<file path="src/rtl/clip_pkg.sv">
// Shared types and clip tables for the clip sequencer.
// Clip ids 0..15 are spoken digits, 16 is RED, 17 is GREEN.
package clip_pkg;

  typedef enum logic [2:0] {
    IDLE,
    FETCH,
    WAIT_ROM,
    PUSH,
    DONE
  } state_t;

  typedef logic [4:0] clip_id_t;

  localparam clip_id_t CLIP_RED   = 5'd16;
  localparam clip_id_t CLIP_GREEN = 5'd17;

  localparam int TAB_W     = 17;
  localparam int NUM_CLIPS = 18;

  localparam logic [TAB_W-1:0] CLIP_START [NUM_CLIPS] = '{
    17'h01000, 17'h01100, 17'h01200, 17'h01300,
    17'h01400, 17'h01500, 17'h01600, 17'h01700,
    17'h01800, 17'h01900, 17'h01a00, 17'h01b00,
    17'h01c00, 17'h01d00, 17'h01e00, 17'h01f00,
    17'h02000, 17'h03000
  };

  // Every length is at least one sample.
  localparam logic [TAB_W-1:0] CLIP_LEN [NUM_CLIPS] = '{
    17'd3, 17'd4, 17'd5, 17'd6,
    17'd3, 17'd4, 17'd5, 17'd6,
    17'd3, 17'd4, 17'd5, 17'd6,
    17'd3, 17'd4, 17'd5, 17'd6,
    17'd8, 17'd7
  };

  function automatic logic [TAB_W-1:0] clip_start(
    input clip_id_t id
  );
    if (id > CLIP_GREEN) return CLIP_START[0];
    return CLIP_START[id];
  endfunction

  function automatic logic [TAB_W-1:0] clip_len(
    input clip_id_t id
  );
    if (id > CLIP_GREEN) return CLIP_LEN[0];
    return CLIP_LEN[id];
  endfunction

endpackage

</file>
<file path="src/rtl/clip_sequencer_rr_arbiter4.sv">
// Four-way round-robin arbiter: search starts at ptr and
// wraps, first pending requester wins.
module rr_arbiter4 (
  input  logic [3:0] pending,
  input  logic [1:0] ptr,
  output logic [3:0] gnt,
  output logic [1:0] gidx,
  output logic       any
);

  always_comb begin
    gnt  = '0;
    gidx = '0;
    any  = 1'b0;
    for (int k = 0; k < 4; k++) begin
      if (!any && pending[ptr + 2'(k)]) begin
        any                 = 1'b1;
        gidx                = ptr + 2'(k);
        gnt[ptr + 2'(k)]    = 1'b1;
      end
    end
  end

endmodule

</file>
<file path="src/rtl/clip_sequencer.sv">
// Plays ROM clips to the CODEC for four requesters,
// one clip at a time, arbitrated round-robin.
module clip_sequencer
  import clip_pkg::*;
#(
  parameter int SAMPLE_W = 24,
  parameter int ADDR_W   = 17
) (
  input  logic                CLOCK_50,
  input  logic                reset,
  input  logic [3:0]          req,
  input  logic [3:0]          redCount,
  input  logic [3:0]          greenCount,
  input  logic                write_ready,
  output logic                write,
  output logic [SAMPLE_W-1:0] CODEC_write,
  output logic [ADDR_W-1:0]   rom_addr,
  input  logic [SAMPLE_W-1:0] rom_data,
  output logic [3:0]          grant,
  output logic                busy,
  output logic                sampleDone
);

  state_t              state;
  state_t              state_n;
  logic [3:0]          pending;
  logic [3:0]          gnt;
  logic [1:0]          ptr;
  logic [1:0]          gidx;
  logic                any;
  clip_id_t            clip;
  clip_id_t            sel;
  logic [ADDR_W-1:0]   idx;
  logic [ADDR_W-1:0]   last;
  logic [SAMPLE_W-1:0] sample;
  logic                take;
  logic                consume;

  rr_arbiter4 u_arb (
    .pending (pending),
    .ptr     (ptr),
    .gnt     (gnt),
    .gidx    (gidx),
    .any     (any)
  );

  always_comb begin
    sel = CLIP_RED;
    unique case (1'b1)
      gnt[0]:  sel = {1'b0, redCount};
      gnt[1]:  sel = {1'b0, greenCount};
      gnt[2]:  sel = CLIP_RED;
      gnt[3]:  sel = CLIP_GREEN;
      default: sel = CLIP_RED;
    endcase
  end

  assign last = ADDR_W'(clip_len(clip)) - 1'b1;

  always_comb begin
    state_n = state;
    take    = 1'b0;
    consume = 1'b0;
    unique case (state)
      IDLE: begin
        if (any) begin
          take    = 1'b1;
          state_n = FETCH;
        end
      end
      FETCH:    state_n = WAIT_ROM;
      WAIT_ROM: state_n = PUSH;
      PUSH: begin
        if (write_ready) begin
          consume = 1'b1;
          state_n = (idx == last) ? DONE : FETCH;
        end
      end
      DONE:     state_n = IDLE;
      default:  state_n = IDLE;
    endcase
  end

  always_ff @(posedge CLOCK_50) begin
    if (reset) state <= IDLE;
    else       state <= state_n;
  end

  always_ff @(posedge CLOCK_50) begin
    if (reset) begin
      pending  <= '0;
      ptr      <= '0;
      grant    <= '0;
      clip     <= '0;
      idx      <= '0;
      rom_addr <= '0;
      sample   <= '0;
    end else begin
      // A request for the index being granted survives the clear.
      pending <= (pending & ~(take ? gnt : 4'b0)) | req;
      if (take) begin
        ptr      <= gidx + 2'd1;
        grant    <= gnt;
        clip     <= sel;
        idx      <= '0;
        rom_addr <= ADDR_W'(clip_start(sel));
      end
      if (state == WAIT_ROM) sample <= rom_data;
      if (consume && state_n == FETCH) begin
        idx      <= idx + 1'b1;
        rom_addr <= rom_addr + 1'b1;
      end
      if (state == DONE) grant <= '0;
    end
  end

  assign busy        = (state != IDLE);
  assign write       = write_ready & ~reset;
  assign CODEC_write = (state == PUSH) ? sample : '0;
  assign sampleDone  = (state == DONE) & ~reset;

endmodule

</file>
<file path="config.mk">
export PLATFORM = sky130hd
export DESIGN_NAME = clip_sequencer
export DESIGN_NICKNAME = d
export VERILOG_FILES = /design/src/rtl/clip_pkg.sv /design/src/rtl/clip_sequencer_rr_arbiter4.sv /design/src/rtl/clip_sequencer.sv
export SDC_FILE = /design/constraint.sdc
export NUM_CORES = 1
export LEC_CHECK = 0
export CAP_MARGIN = 0
export CORE_UTILIZATION = 30
export DETAILED_ROUTE_END_ITERATION = 16
export PLACE_DENSITY_LB_ADDON = 0.2
export SLEW_MARGIN = 15
export SYNTH_ARGS = -nofsm -noshare
export SYNTH_HDL_FRONTEND = slang
export SYNTH_SLANG_ARGS = --single-unit
export TNS_END_PERCENT = 30
</file>
<file path="constraint.sdc">
create_clock -name CLOCK_50 -period 3.8 [get_ports CLOCK_50]
set_input_delay 0.57 -clock CLOCK_50 [delete_from_list [all_inputs] [get_ports CLOCK_50]]
set_output_delay 0.57 -clock CLOCK_50 [all_outputs]
set_load 0.005 [all_outputs]
</file>
==> results of run 1 <==
## area by class of cell
cell class	instances	area, µm²
clock buffers	12	256
clock inverters	4	95.1
well taps	180	225
repair buffers	96	943
fillers	1428	8390
flip-flops and latches	76	1520
inverters	10	37.5
multi-input cells	433	2680
## kinds of logic after synthesis
family          synth area share, %
compound gates                 25.7
xor+xnor                      0.991
fa+ha+maj                      3.40
buf+inv                        4.93
flops                          34.4
mux                            2.66
simple gates                   27.9
## worst min path at each step
stage | startpoint | endpoint | slack [ps] | cells past startpoint
final | sample[9]$_SDFFE_PP0P_ | sample[9]$_SDFFE_PP0P_ | 450 | 2
after global routing | sample[19]$_SDFFE_PP0P_ | sample[19]$_SDFFE_PP0P_ | 470 | 2
after CTS | sample[9]$_SDFFE_PP0P_ | sample[9]$_SDFFE_PP0P_ | 450 | 2
after detailed placement | sample[22]$_SDFFE_PP0P_ | sample[22]$_SDFFE_PP0P_ | 440 | 2
after global placement | sample[23]$_SDFFE_PP0P_ | sample[23]$_SDFFE_PP0P_ | 440 | 2
after floorplan | sample[0]$_SDFFE_PP0P_ | sample[0]$_SDFFE_PP0P_ | 430 | 2
## power by group through the flow
stage	Clock [mW]	Sequential [mW]	Combinational, mW
2_1_floorplan	0	1.00	1.01
3_3_place_gp	0	1.02	1.34
3_5_place_dp	0	1.03	1.37
4_1_cts	1.03	1.01	1.37
5_1_grt	1.07	1.03	1.53
6_report	1.00	1.01	1.37
## cell usage after synthesis (all sizes together), types with 7 or more instances
master	number	area (µm²)
a21oi	62	310
a311oi	20	238
a31oi	7	58.8
a41oi	13	114
and2	28	175
buf	12	90.1
clkbuf	24	90.1
dfxtp	76	1520
ha	12	150
inv	10	37.5
nand2	98	384
nand2b	11	68.8
nand3	34	170
nor2	25	93.8
nor3	9	45.0
o21ai	20	100
or3	8	50.1
## layer usage
metal  GRT usage (%)  vias up  wire length [µm]
met1            21.0     2062              5590
met4            7.45        0               202
met2            27.5      105              6180
li1                -     2181                 -
met3            2.54       12               413
met5               0        -                 0
## layout by cell type, fill, tap and decap left out, types with 3 or more instances in the layout
| master | count |
|---|---|
| a211oi_1 | 6 |
| a21o_1 | 3 |
| a21oi_1 | 62 |
| a221o_1 | 4 |
| a221oi_1 | 3 |
| a311oi_1 | 10 |
| a311oi_2 | 10 |
| a31oi_1 | 6 |
| a41oi_1 | 13 |
| and2_1 | 28 |
| and3_1 | 6 |
| buf_4 | 9 |
| bufinv_16 | 3 |
| clkbuf_16 | 9 |
| clkdlybuf4s50_1 | 85 |
| dfxtp_1 | 76 |
| ha_1 | 12 |
| inv_1 | 10 |
| mux2i_1 | 5 |
| mux4_2 | 3 |
| nand2_1 | 97 |
| nand2b_1 | 11 |
| nand3_1 | 34 |
| nand3b_1 | 5 |
| nand4_1 | 5 |
| nor2_1 | 25 |
| nor2b_1 | 4 |
| nor3_1 | 9 |
| nor3b_1 | 4 |
| nor4_1 | 5 |
| o211ai_1 | 3 |
| o21ai_0 | 19 |
| o31ai_1 | 5 |
| or2_2 | 3 |
| or3_1 | 8 |
| xnor2_1 | 4 |
## critical path, cell delays in order (launching register included)
cell,delay [ps]
dfxtp_1,340
inv_1,60
ha_1,180
nand2b_1,170
o211ai_1,370
a21oi_1,80
ha_1,210
or4_1,420
a211oi_1,240
and3_1,220
o211a_4,210
a31o_2,320
buf_4,200
nand3_1,90
a41oi_1,280
## flip-flops by register name, indices dropped and copies added, names as in the netlist
register,count
sample,24
pending,4
clip,5
ptr,2
rom_addr,17
grant,4
state,3
idx,17
## what timing repair did
item / CTS / global route
setup endpoints to repair: 0 / 2
hold endpoints to repair: 0 / 0
gates resized for setup: 0 / 1
==> metrics.yaml, run 1 <==
finish.utilization_pct: 40.7
ys_seq_area_share_pct: 34.4
dp_cells: 795
cts_root_buffer: "clkbuf_16"
die_area_um2: 15200
grt_pass1_wl_mm: 19.9
avgSynthCellArea_um2: 7.96
ir_drop_mv: 0.279
syn-num-nets: 606
fp.coreArea_um2: 14100
ys_async_sr_fraction_pct: 0
pwr-share-seq_pct: 29.9
fin_skew_ps: 6.72
switchingPower_mw: 1.22
antenna_cells: 0
areaGrowthSynthToFinish_pct: 30.3
cts_setup_buffers: 0
clk_latency_ps: 330
place_ws_ps: 285
fp.dieH_um: 123
layoutNonFillerInstCount: 811
die_w_um: 123
cp_max_fo: 8
worst_pin_slew_ps: 956
num_rows: 43
hp-class: "register to register"
io_pins: 87
r2r_end: "rom_addr[8]$_SDFFE_PP0P_"
crit_required_ps: 4040
holdBufCountCts: 0
hold_ws_ps: 447
grt_pass1_vias: 4026
maxSlewViolCount: 0
cp-startpoint: "clip[1]$_SDFFE_PP0P_"
drtAntennaViolNets: 0
maxSlewHeadroom_pct: 36.3
nNetsFinal: 677
maxCapViolations: 0
r2r_start: "clip[1]$_SDFFE_PP0P_"
cp.arrival_ps: 3710
internal_power_mw: 2.17
max_freq_ghz: 0.288
worst_slack_ps: 324
crit_type: "register to register"
syn-instance-count: 555
path_clk_slew_ps: 60
power-per-cell-area_nw_per_um2: 588
drc: 0
pwr-share-comb_pct: 40.5
track_usage_pct: 16.6
crit_path_end: "rom_addr[8]$_SDFFE_PP0P_"
start_kind: "register"
finalCriticalPeriod_ps: 3480
h-tree-depth: 3
drive_above_1_share_pct: 7.45
io_buffers: 86
switching_share_pct: 35.9
grt_max_degree: 48
hold_viol: 0
syn_area_um2: 4420
rsz0062_at_grt: "no"
p_leak_nw: 1.86
design_area_um2: 5760
min_period_over_period_pct: 91.5
cts_tree: "done"
synthFlopType: "dfxtp_1"
via_per_inst: 5.38
pwr-share-clk_pct: 29.6
power.total_mw: 3.39
synth_cell_types: 56
synth-edff-count: 0
timing.critical_path.to_type: "register"
ff2ff_path_depth: 14
overflow: 0
first_pass_iters: 5
wl_mm: 12.4
numCtsBuffers: 9
dp_hpwl_mm: 8.65
place_congestion: 0.816
yosys_register_bits: 76
finalSetupViolCount: 0
wl_per_cell_um: 15.3
r2r_slack_ps: 320
drt_iter0_drc: 201
cts_buffer_depth: 2
numClockSinks: 76
vias: 4360
fin_tns_setup_ps: 0
antenna_found_initial: 0
place_area_um2: 5410
status: "completed"
ys_warn_count: 0
initial_core_util_pct: 31.2
(Power assumes the default switching activity.)
==> inputs of run 2 (changes only) <==
==> constraint.sdc (replaced) <==
create_clock -name CLOCK_50 -period 3.8 [get_ports CLOCK_50]
set_input_delay 0.57 -clock CLOCK_50 [delete_from_list [all_inputs] [get_ports CLOCK_50]]
set_output_delay 0.57 -clock CLOCK_50 [all_outputs]
set_load 0.1 [all_outputs]
==> run 2 against run 1 <==
Count of clock-buffer cells in the layout is the same. Sequential power is essentially flat. Global-route usage shrank 0.17 points. Utilization shrank 0.46 points. Sequential share of layout area grew 0.30 points. First-iteration DRC count shrank 4.5%. Routed wire length shrank 1.2%. Combinational power grew 22%. Critical endpoint is now rom_addr[6]$_SDFFE_PP0P_.
==> metrics.yaml, run 2 (synthesis gave the netlist of run 1 again) <==
use_met1_pct: 20.6
layoutNonFillerInstCount: 811
holdBufCountCts: 0
grt_max_degree: 37
cts_buffer_depth: 2
final_common_cell: "nand2_1"
finalCriticalPeriod_ps: 3410
gr-usage-met3_pct: 2.91
io_buffers: 86
dp_hpwl_mm: 8.62
start_kind: "register"
initial_core_util_pct: 31.2
h-tree-depth: 3
io_pins: 87
crit_type: "register to register"
ctsResizeCount: 0
worst_pin_slew_ps: 1000
fin_skew_ps: 6.12
timing.critical_path.to_type: "register"
grt-busiest-layer: "met2"
max_flop_register: "sample"
fill_cells: 1420
max_freq_ghz: 0.293
cp_max_fo: 19
maxSlewHeadroom_pct: 32.9
wl_mm: 12.2
finish.utilization_pct: 40.3
fp.dieH_um: 123
wl_per_cell_um: 15.1
layout_common_cells: "nand2_1, dfxtp_1, a21oi_1, clkdlybuf4s50_1, buf_4"
via_per_inst: 5.40
rsz0062_at_grt: "no"
cp.arrival_ps: 3650
cts_setup_buffers: 0
maxCapViolations: 0
fin_tns_setup_ps: 0
maxSlewViolCount: 0
top_regs: "sample (24), idx (17), rom_addr (17)"
path_clk_slew_ps: 60
min_period_over_period_pct: 89.7
power-per-cell-area_nw_per_um2: 649
overflow: 0
cts_root_buffer: "clkbuf_16"
track_usage_pct: 16.4
hold_viol: 0
die_w_um: 123
place_congestion: 0.850
power.total_mw: 3.69
drc: 0
hp-class: "register to register"
antenna_cells: 0
p_leak_nw: 1.92
clk_latency_ps: 340
drive_above_1_share_pct: 11.6
cts_tree: "done"
numClockSinks: 76
largest_register_ffs: 24
die_area_um2: 15200
status: "completed"
grt_pass1_wl_mm: 19.7
first_pass_iters: 4
fp.coreArea_um2: 14100
numCtsBuffers: 9
drt_iter0_drc: 192
r2r_slack_ps: 390
vias: 4381
crit_required_ps: 4040
dp_cells: 795
finalSetupViolCount: 0
num_rows: 43
ir_drop_mv: 0.314
nNetsFinal: 677
areaGrowthSynthToFinish_pct: 28.8
met2_usage_pct: 27.3
antenna_found_initial: 0
drtAntennaViolNets: 0
grt_pass1_vias: 3999
-- run 2: area by class of cell --
class / instances / area, µm² / share of cell area (%)
multi-input combinational: 433 / 2680 / 47.1
timing repair buffer: 96 / 878 / 15.4
inverter: 10 / 37.5 / 0.659
sequential: 76 / 1520 / 26.7
clock inverter: 4 / 95.1 / 1.67
tap: 180 / 225 / 3.95
clock buffer: 12 / 256 / 4.50
-- run 2: worst paths after layout --
check | cells past startpoint | to | start
worst max-delay path | 13 | rom_addr[6]$_SDFFE_PP0P_ | clip[1]$_SDFFE_PP0P_
worst min-delay path | 2 | sample[22]$_SDFFE_PP0P_ | sample[22]$_SDFFE_PP0P_
worst max register to register | 13 | rom_addr[6]$_SDFFE_PP0P_ | clip[1]$_SDFFE_PP0P_
worst min register to register | 2 | sample[22]$_SDFFE_PP0P_ | sample[22]$_SDFFE_PP0P_
-- run 2: stage by stage --
step | worst slack (ps) | area, µm² | hold slack [ps]
2_1_floorplan | 717 | 4420 | 432
3_3_place_gp | 426 | 5340 | 437
3_5_place_dp | 273 | 5340 | 444
4_1_cts | 252 | 5700 | 451
5_1_grt | 71.2 | 5700 | 467
6_report | 390 | 5700 | 447
-- run 2: where the power goes --
group          switching [mW]  internal (mW)
sequential              0.112          0.901
combinational            1.08          0.589
clock                   0.338          0.677
total                    1.53           2.17
-- run 2: metal layers --
layer,up-vias,routed length [µm]
met5,-,0
met1,2111,5630
met3,16,343
met4,0,224
li1,2179,-
met2,75,6050
-- run 2: worst max-delay path, stage by stage (launching register included) --
cell and delay [ps]:
dfxtp_1 340, inv_1 70, ha_1 180, nand2b_1 160
o211ai_1 370, a21oi_1 100, ha_1 210, or4_1 400
a211oi_1 230, and3_1 230, o211a_4 200, a31o_2 320
nand2_8 180, a311oi_1 310
==> inputs of run 3 (changes only) <==
--- a/config.mk
+++ b/config.mk
@@ -7,8 +7,10 @@
 export LEC_CHECK = 0
 export CAP_MARGIN = 0
 export CORE_UTILIZATION = 30
+export CTS_CLUSTER_DIAMETER = 40
 export DETAILED_ROUTE_END_ITERATION = 16
 export PLACE_DENSITY_LB_ADDON = 0.2
+export RECOVER_POWER = 25
 export SLEW_MARGIN = 15
 export SYNTH_ARGS = -nofsm -noshare
 export SYNTH_HDL_FRONTEND = slang
==> run 3 against run 2 <==
Clock skew increased by 2.4 ps. Critical path depth unchanged. Sequential cell count unchanged. First-iteration DRC count decreased by 19%. Die area unchanged. Sequential share of layout area increased by 0.11 points. Register-to-register slack about the same. Clock power about the same. Cell count unchanged. Sequential power about the same. Global-route usage unchanged. Critical endpoint is now idx[11]$_SDFFE_PP0P_. Highest routed layer unchanged.
==> metrics.yaml, run 3 (synthesis gave the netlist of run 1 again) <==
fin_tns_setup_ps: 0
fp.coreArea_um2: 14100
largest_register_ffs: 24
maxSlewViolCount: 0
die_area_um2: 15200
io_buffers: 86
fin_skew_ps: 8.47
cts_buffer_depth: 2
vias: 4380
fill_cells: 1427
maxSlewHeadroom_pct: 11.2
grt_max_degree: 37
worst_slack_ps: 392
crit_type: "register to register"
antenna_found_initial: 0
initial_core_util_pct: 31.2
min_period_over_period_pct: 89.7
max_flop_register: "sample"
cpPeakStageDelay_ps: 410
io_pins: 87
first_pass_iters: 4
design_area_um2: 5670
num_rows: 43
numClockSinks: 76
holdBufCountCts: 0
final_common_cell: "nand2_1"
drc: 0
grt_pass1_vias: 3999
nNetsFinal: 677
hold_viol: 0
cts_root_buffer: "clkbuf_16"
top_regs: "sample (24), idx (17), rom_addr (17)"
grt_pass1_wl_mm: 19.7
place_ws_ps: 273
worst_path_most_repeated_cell: "ha_1"
dp_cells: 795
place_congestion: 0.850
dp_hpwl_mm: 8.62
power-per-cell-area_nw_per_um2: 651
layoutNonFillerInstCount: 811
rsz0062_at_grt: "no"
clk_latency_ps: 340
layout_common_cells: "nand2_1, dfxtp_1, a21oi_1, clkdlybuf4s50_1, nand3_1"
ir_drop_mv: 0.315
p_leak_nw: 1.89
path_clk_slew_ps: 60
wl_per_cell_um: 15.1
numCtsBuffers: 9
max_freq_ghz: 0.293
path_cells: "inv_1, ha_1, nand2b_1, o211ai_1, a21oi_1, ha_1, or4_1, a211oi_1, and3_1, o211a_4, a31o_2, nand2_8, a311oi_1"
wl_mm: 12.2
start_kind: "register"
fp.dieH_um: 123
timing.critical_path.to_type: "register"
cp_max_fo: 19
drtAntennaViolNets: 0
cp.arrival_ps: 3650
die_w_um: 123
status: "completed"
maxCapViolations: 0
hp-class: "register to register"
slowest_stage: "or4_1"
drive_above_1_share_pct: 10.6
track_usage_pct: 16.4
finalCriticalPeriod_ps: 3410
drt_iter0_drc: 156
place_area_um2: 5340
finalSetupViolCount: 0
hold_ws_ps: 448
h-tree-depth: 3
crit_required_ps: 4050
cts_tree: "done"
via_per_inst: 5.40
antenna_cells: 0
areaGrowthSynthToFinish_pct: 28.3
worst_pin_slew_ps: 1330
overflow: 0
[run 3: cell count changes in the layout (fill, tap and decap cells not counted)]
cell / delta
and2_0: +1
and2_1: -1
buf_4: -6
clkbuf_1: +6
[run 3: report_power, final]
group          internal, mW  switching, mW  leakage (nW)  total [mW]
Sequential            0.901          0.112         0.618        1.01
Clock                 0.676          0.335         0.173        1.01
Combinational         0.587           1.08          1.10        1.67
Total                  2.16           1.53          1.89        3.69
[run 3: cell type report]
| type | count | area, µm² | area share, % |
|---|---|---|---|
| well taps | 180 | 225 | 3.97 |
| multi-input cells | 433 | 2680 | 47.3 |
| repair buffers | 96 | 856 | 15.1 |
| inverters | 10 | 37.5 | 0.662 |
| clock buffers | 12 | 256 | 4.52 |
| clock inverters | 4 | 95.1 | 1.68 |
| flip-flops and latches | 76 | 1520 | 26.8 |
[run 3: per-stage QoR]
step	utilization, %	power (mW)
2_1_floorplan	-	2.32
3_3_place_gp	37.8	2.67
3_5_place_dp	37.8	2.70
4_1_cts	40.3	3.72
5_1_grt	40.1	3.93
6_report	40.1	3.69
[run 3: critical path: cells and delay by family (launching register included)]
family | cells | cell delay [ps]
buffers and inverters | 1 | 70
AND/OR/NAND/NOR | 4 | 980
flip-flops | 1 | 340
adder cells (fa/ha/maj) | 2 | 390
AO/OA/AOI/OAI | 6 | 1530
[run 3: repair_timing]
item	CTS	global route
gates resized for setup	0	1
hold endpoints to repair	0	0
setup buffers	0	0
endpoints found under the setup margin	0	15
[run 3: metal layers]
metal / routed length [µm] / GRT usage, %
met1: 5610 / 20.6
met2: 6050 / 27.3
met3: 338 / 2.91
met4: 244 / 7.23
met5: 0 / 0
[run 3: worst paths after layout]
check | slack [ps] | depth (start not counted) | startpoint | end
worst min register to register | 450 | 2 | sample[13]$_SDFFE_PP0P_ | sample[13]$_SDFFE_PP0P_
worst min-delay path | 450 | 2 | sample[13]$_SDFFE_PP0P_ | sample[13]$_SDFFE_PP0P_
worst max-delay path | 390 | 13 | clip[1]$_SDFFE_PP0P_ | idx[11]$_SDFFE_PP0P_
worst max register to register | 390 | 13 | clip[1]$_SDFFE_PP0P_ | idx[11]$_SDFFE_PP0P_
